`src/rtl/program_loader.sv`:
```
// Receives a length-prefixed, XOR-checksummed program image byte stream and
// writes it into instruction memory as little-endian 32-bit words.
module program_loader #(
  parameter int ADDR_WIDTH = 14
) (
  input  logic                  clk,
  input  logic                  rst,
  input  logic                  start,
  input  logic                  rx_valid,
  input  logic [7:0]            rx_data,
  output logic                  imem_wren,
  output logic [ADDR_WIDTH-1:0] imem_addr,
  output logic [31:0]           imem_wdata,
  output logic                  busy,
  output logic                  done,
  output logic                  error,
  output logic [ADDR_WIDTH:0]   word_count
);

  localparam logic [31:0] MAX_WORDS = 32'(2 ** ADDR_WIDTH);

  typedef enum logic [2:0] {IDLE, LEN, DATA, CSUM, DONE, ERR} state_t;

  state_t              state;
  logic [1:0]          byte_cnt;
  logic [31:0]         length;
  logic [7:0]          checksum;
  logic [23:0]         word_buf;
  logic [31:0]         len_full;
  logic [ADDR_WIDTH:0] wc_inc;

  // Length as it will be once the current (4th) length byte lands.
  assign len_full = {rx_data, length[23:0]};
  assign wc_inc   = word_count + 1'b1;

  always_ff @(posedge clk or posedge rst) begin
    if (rst) begin
      state      <= IDLE;
      byte_cnt   <= '0;
      length     <= '0;
      checksum   <= '0;
      word_buf   <= '0;
      imem_wren  <= 1'b0;
      imem_addr  <= '0;
      imem_wdata <= '0;
      busy       <= 1'b0;
      done       <= 1'b0;
      error      <= 1'b0;
      word_count <= '0;
    end else begin
      imem_wren <= 1'b0;
      case (state)
        IDLE, DONE, ERR: begin
          if (start) begin
            state      <= LEN;
            byte_cnt   <= '0;
            length     <= '0;
            checksum   <= '0;
            word_count <= '0;
            imem_addr  <= '0;
            done       <= 1'b0;
            error      <= 1'b0;
            busy       <= 1'b1;
          end
        end
        LEN: begin
          if (rx_valid) begin
            byte_cnt <= byte_cnt + 2'd1;
            case (byte_cnt)
              2'd0:    length[7:0]   <= rx_data;
              2'd1:    length[15:8]  <= rx_data;
              2'd2:    length[23:16] <= rx_data;
              default: length[31:24] <= rx_data;
            endcase
            if (byte_cnt == 2'd3) begin
              if (len_full == 32'd0 || len_full > MAX_WORDS) begin
                state <= ERR;
                error <= 1'b1;
                busy  <= 1'b0;
              end else begin
                state <= DATA;
              end
            end
          end
        end
        DATA: begin
          if (rx_valid) begin
            checksum <= checksum ^ rx_data;
            byte_cnt <= byte_cnt + 2'd1;
            case (byte_cnt)
              2'd0: word_buf[7:0]   <= rx_data;
              2'd1: word_buf[15:8]  <= rx_data;
              2'd2: word_buf[23:16] <= rx_data;
              default: begin
                imem_wren  <= 1'b1;
                imem_wdata <= {rx_data, word_buf};
                imem_addr  <= word_count[ADDR_WIDTH-1:0];
                word_count <= wc_inc;
                if (32'(wc_inc) == length) state <= CSUM;
              end
            endcase
          end
        end
        CSUM: begin
          if (rx_valid) begin
            busy <= 1'b0;
            if (rx_data == checksum) begin
              state <= DONE;
              done  <= 1'b1;
            end else begin
              state <= ERR;
              error <= 1'b1;
            end
          end
        end
        default: state <= IDLE;
      endcase
    end
  end

endmodule

```
`config.mk`:
```
export PLATFORM = sky130hd
export DESIGN_NAME = program_loader
export DESIGN_NICKNAME = d
export VERILOG_FILES = /design/src/rtl/program_loader.sv
export SDC_FILE = /design/constraint.sdc
export NUM_CORES = 1
export LEC_CHECK = 0
export BUFFER_PORTS_ARGS = -buffer_cell sky130_fd_sc_hd__buf_2
export CAP_MARGIN = 20
export CORE_ASPECT_RATIO = 1.4
export CORE_UTILIZATION = 50
export DETAILED_ROUTE_END_ITERATION = 10
export GPL_TIMING_DRIVEN = 0
export PLACE_DENSITY = 0.7
export SYNTH_ARGS = -nofsm -noshare
export SYNTH_HDL_FRONTEND = slang
export SYNTH_SLANG_ARGS = --single-unit
```
`constraint.sdc`:
```
create_clock -name clk -period 12.8 [get_ports clk]
set_input_delay 1.92 -clock clk [delete_from_list [all_inputs] [get_ports clk]]
set_output_delay 1.92 -clock clk [all_outputs]
set_load 0.1 [all_outputs]
```
== Word-level counts from Yosys, hierarchy flattened ==
Cells that the tools add are included.

* Reduce and logical (&&, ||, !) cells: 27
* Add/sub/neg operators: 2
* Order comparisons: 1
* Multiplexer cells: 50
* Bitwise operators: 2
* Equality and inequality tests: 25

{| class="wikitable"
|+ Operator list
! kind !! number
|-
| $mux 32 || 2
|-
| $pmux 32 s2 || 1
|-
| $mux 8 || 6
|-
| $mux 15 || 3
|-
| $mux 14 || 3
|-
| $eq 15x32->1 || 1
|-
| $gt 32x15->1 const B || 1
|-
| $logic_not 32->1 || 1
|-
| $pmux 15 s2 || 1
|-
| $ne 2x2->1 const B || 14
|-
| $pmux 14 s2 || 1
|-
| $mux 3 || 8
|-
| $reduce_and 4->1 || 6
|-
| $reduce_and 3->1 || 6
|-
| $mux 1 || 17
|-
| $pmux 8 s2 || 1
|-
| $add 15x1->15 const B || 1
|-
| $reduce_and 7->1 || 2
|-
| $pmux 3 s4 || 1
|-
| $eq 8x8->1 || 1
|-
| $reduce_bool 2->1 || 4
|-
| $xor 8x8->8 || 1
|-
| $eq 3x2->1 const B || 2
|-
| $eq 3x3->1 const B || 2
|-
| 17 further kinds || 21
|}

* Input port bits: 12
* Word-level logic and storage cells: 124
* Output and inout bits: 65
* Register bits after elaboration: 134

== Depth between registers and ports, before layout ==
* Word-level depth: 6
* Mapped depth: 9
* Depth with buffers taken out: 8

== Least setup slack after synthesis ==
No wires, ideal clock.

* Kind: input port to flip-flop
* Start point: input rx_valid
* End point: register word_count[7]
* Setup time: 0.094 ns
* Setup slack: 9.488 ns
* Stages on the path: 8
* Buffers on the path: 2
* Data arrival time: 3.218 ns
* Data required time: 12.706 ns
* Path through: buf_2 nand3b_1 nor2_1 nand2_1 clkinv_1 clkbuf_1 nand3_1 o21ai_0

* Cells in the longest elaborated chain, start to end: 2

{| class="wikitable"
|+ RTL lines
! what !! RTL line !! text
|-
| start: declaration || 9 || <nowiki>input logic rx_valid,</nowiki>
|-
| $ne 2x2->1 (no line) || -- ||
|-
| $reduce_and 4->1 (no line) || -- ||
|-
| end signal: assignment || 98 || <nowiki>word_count <= wc_inc;</nowiki>
|-
| end: declaration || 17 || <nowiki>output logic [ADDR_WIDTH:0] word_count</nowiki>
|}

Every way passes these cells.
A chain may end at the register's enable or synchronous reset.

== Worst setup path after layout ==
* Start point: input rx_valid
* End point: register word_count[6]

Same word-level chain as after synthesis.

==> summary.txt <==
Detailed routing
  – Post-route ant nets: 0
  – Avg Vias per Cell: 5.786
  – Residual DRC: 0
  – DRT Pass-1 Iters: 5
  – Average wire per standard cell: 17.93 um
  – Drt total wl: 15.53 mm
  – 1st-iter DRT viols: 253
  – Via count: 5,011

Logic synthesis
  – Post-synthesis xor/xnor area fraction: 3.390%
  – Synth Area in Compound Gates: 11.08%
  – Synth Register Bits: 134
  – Synth Area in Adders: 1.009%
  – Synth warn: 0
  – Yosys top cell by area: dfrtp_1
  – Top-area cell type share of the netlist area: 54.08%
  – Synth area leaders: dfrtp_1, nand2_1, mux2_2
  – Post-synthesis async set-or-reset flop share: 100.0%
  – Post-Syn Nets: 638
  – Largest family of logic cells by synthesized area: simple AND/OR/NAND/NOR gates
  – Cells after Synth: 621
  – Syn Std Cell Area: 6201 um2
  – Sequential share of the synthesized area: 54.08%
  – Simple-gate share of the synthesized area: 18.54%
  – Top_reg_cell synth: dfrtp_1
  – Mux cell area share after synthesis: 8.454%
  – Number of synthesized flops with an enable pin: 0
  – Post-synthesis cell type count: 50
  – Mean Syn Cell Area: 9.985 um2

Timing
  – Worst-margin pin slew: 0.8513 ns
  – Unrepaired setup endpoints after global routing: no
  – Setup TNS: 0 ns
  – Min Clock Period, post-route: 3.520 ns
  – Final Worst Setup Slack: 9.280 ns
  – Clock Skew: 0.009735 ns
  – Tcrit/Tclk final: 27.50%
  – Hold WS: 0.4614 ns
  – FMAX: 284.1 MHz
  – Final Setup Violations: 0
  – Final slew viol count: 0
  – Final Hold Fails: 0
  – Slew margin rel.: 43.25%

Power
  – Net Sw Power: 481.4 uW
  – Cell area power density: 196.8 nW/um2
  – Internal power: 963.2 uW
  – Combinational fraction of design power: 26.3%
  – Clock power share: 33.7%
  – Leak: 0.003638 uW
  – Reg power frac: 39.9%
  – Sw Share: 33.32%
  – Max VDD drop: 0.0001111 V

Place
  – Pre-CTS setup slack: 8.910 ns
  – DPL Wire Length: 10.91 mm
  – # port buffers: 68
  – RD Place Congestion: 0.9254

Global routing
  – Global-route wire length before repair: 25.57 mm
  – Global route overflow: 0
  – Initial antenna violation count: 0
  – GRT Total Usage: 26.40%
  – Largest net degree at the start of global routing: 106
  – Vias in the first global route: 5,158

Layout
  – Layout area overhead: 18.36%
  – Fin util: 61.48%
  – Commonest non-fill, non-tap cell in the layout: dfrtp_1
  – Commonest cells after routing, fill and taps aside: dfrtp_1, nand2_1, buf_2
  – Ant diodes: 0
  – Share of cells above drive strength 1: 21.56%
  – # nets final: 726

Clocking
  – CTS tree: built
  – Worst-Skew Late Latency: 0.41 ns
  – Sink Count: 134
  – Hold_buf cts: 0
  – CTS clk-pin slew, worst paths: 0.06 ns
  – Post-CTS Resized: 0
  – H-tree depth: 4
  – Clock buffer depth: 2
  – Clock Root Buffer: clkbuf_16
  – Post-CTS Setup Repair Bufs: 0
  – TritonCTS Buffers: 17

Worst setup path
  – Slowest cell on the critical path: clkbuf_1
  – Crit path launch type: input pin
  – CP Max Fanout: 10
  – CP most frequent cell: nand2_1
  – Setup CP Type: input pin to flop
  – Slowest Stage Delay on Critical Path: 0.44 ns
  – Critical path cell sequence: buf_2, nand3b_1, nor2_1, nand2_1, clkinv_1, clkbuf_1, nand2_1, o21ai_0
  – Crit end category: flop
  – Req. time, crit path: 13.13 ns
  – Arrival @ worst endpoint: 3.85 ns

Min path
  – HP Class: flop to flop

Floorplan
  – Cell Rows: 47
  – Die Height: 133.8 um
  – Die width: 96.12 um
  – Starting Density: 51.94%
  – Die area: 12,860 um2
  – Core Footprint: 11,940 um2
  – IO Pins: 77

Run status
  – Outcome: complete, no violations

Job
  – Max cap viols: 0
[worst paths after layout]
kind	cells past startpoint	slack, ns	to	from
setup / recovery	8	9.28	word_count[6]	rx_valid
hold / removal	2	0.46	imem_wdata[18]	word_buf[18]
setup reg to reg	8	10.00	state[0]	word_count[0]
hold reg to reg	2	0.46	imem_wdata[18]	word_buf[18]
max in group asynchronous	3	10.53	error	rst
min in group asynchronous	2	1.46	imem_addr[8]	rst
[state kept, by name, indices dropped and copies added (netlist names)]
| register | cells |
|---|---|
| busy | 1 |
| byte_cnt | 2 |
| checksum | 8 |
| done | 1 |
| error | 1 |
| imem_addr | 14 |
| imem_wdata | 32 |
| imem_wren | 1 |
| length | 32 |
| state | 3 |
| word_buf | 24 |
| word_count | 15 |
[critical path: cells and delay by family]
kind | cells | cell delay [ns]
buffers and inverters | 3 | 0.88
AND/OR/NAND/NOR | 4 | 0.86
AO/OA/AOI/OAI | 1 | 0.17
[Yosys cell counts, drive strengths merged, types with 4 or more instances]
master and instances:
xnor2 19, nor4 10, inv 18, mux2i 4
clkbuf 29, ha 5, a31oi 5, o21ai 58
buf 6, nand4 10, nor3 5, nor2 38
xor2 5, a21oi 13, nand2 131, a22o 14
and2 11, nand3 15, nand2b 4, and3 5
dfrtp 134, mux2 43, o31ai 7
[per-layer routing]
layer | global-route usage [%] | vias up | wire length [um]
met5 | 0 | - | 0
met4 | 11.94 | 0 | 532
met3 | 6.164 | 40 | 719
met2 | 45.71 | 181 | 8232
met1 | 30.29 | 2478 | 6047
li1 | - | 2312 | -
[layout make-up]
| cell class | count | area [um2] |
|---|---|---|
| buffer | 35 | 142.6 |
| clock buffer | 17 | 425.4 |
| clock inverter | 12 | 156.4 |
| fill | 1003 | 4598 |
| inverter | 19 | 76.32 |
| multi-input combinational | 433 | 2634 |
| sequential | 134 | 3353 |
| tap | 147 | 183.9 |
| timing repair buffer | 69 | 367.9 |
[power groups by stage]
stage	Sequential, uW	Combinational, uW	Clock (uW)
2_1_floorplan	603	257	0
3_3_place_gp	578	362	0
3_5_place_dp	582	376	0
4_1_cts	577	381	490
5_1_grt	588	419	507
6_report	577	380	487
[through the flow]
step / area (um2) / std cells / total power, uW
floorplan: 6201 / 621 / 859.5
global placement: 6725 / 836 / 939.3
detailed placement: 6758 / 837 / 958.2
CTS: 7340 / 866 / 1448
global route: 7340 / 866 / 1514
finish: 7340 / 866 / 1445
[logic make-up (layout without fill, tap and decap cells)]
family,after synthesis,after routing
xor gates and xnor gates,24,24
DFF,134,134
adders and majority gates,5,5
AOI/OAI and AO/OA,112,112
and+or+nand+nor,245,245
muxes,47,47
buffers and inverters,54,152
Power figures use the tool's default switching activity.
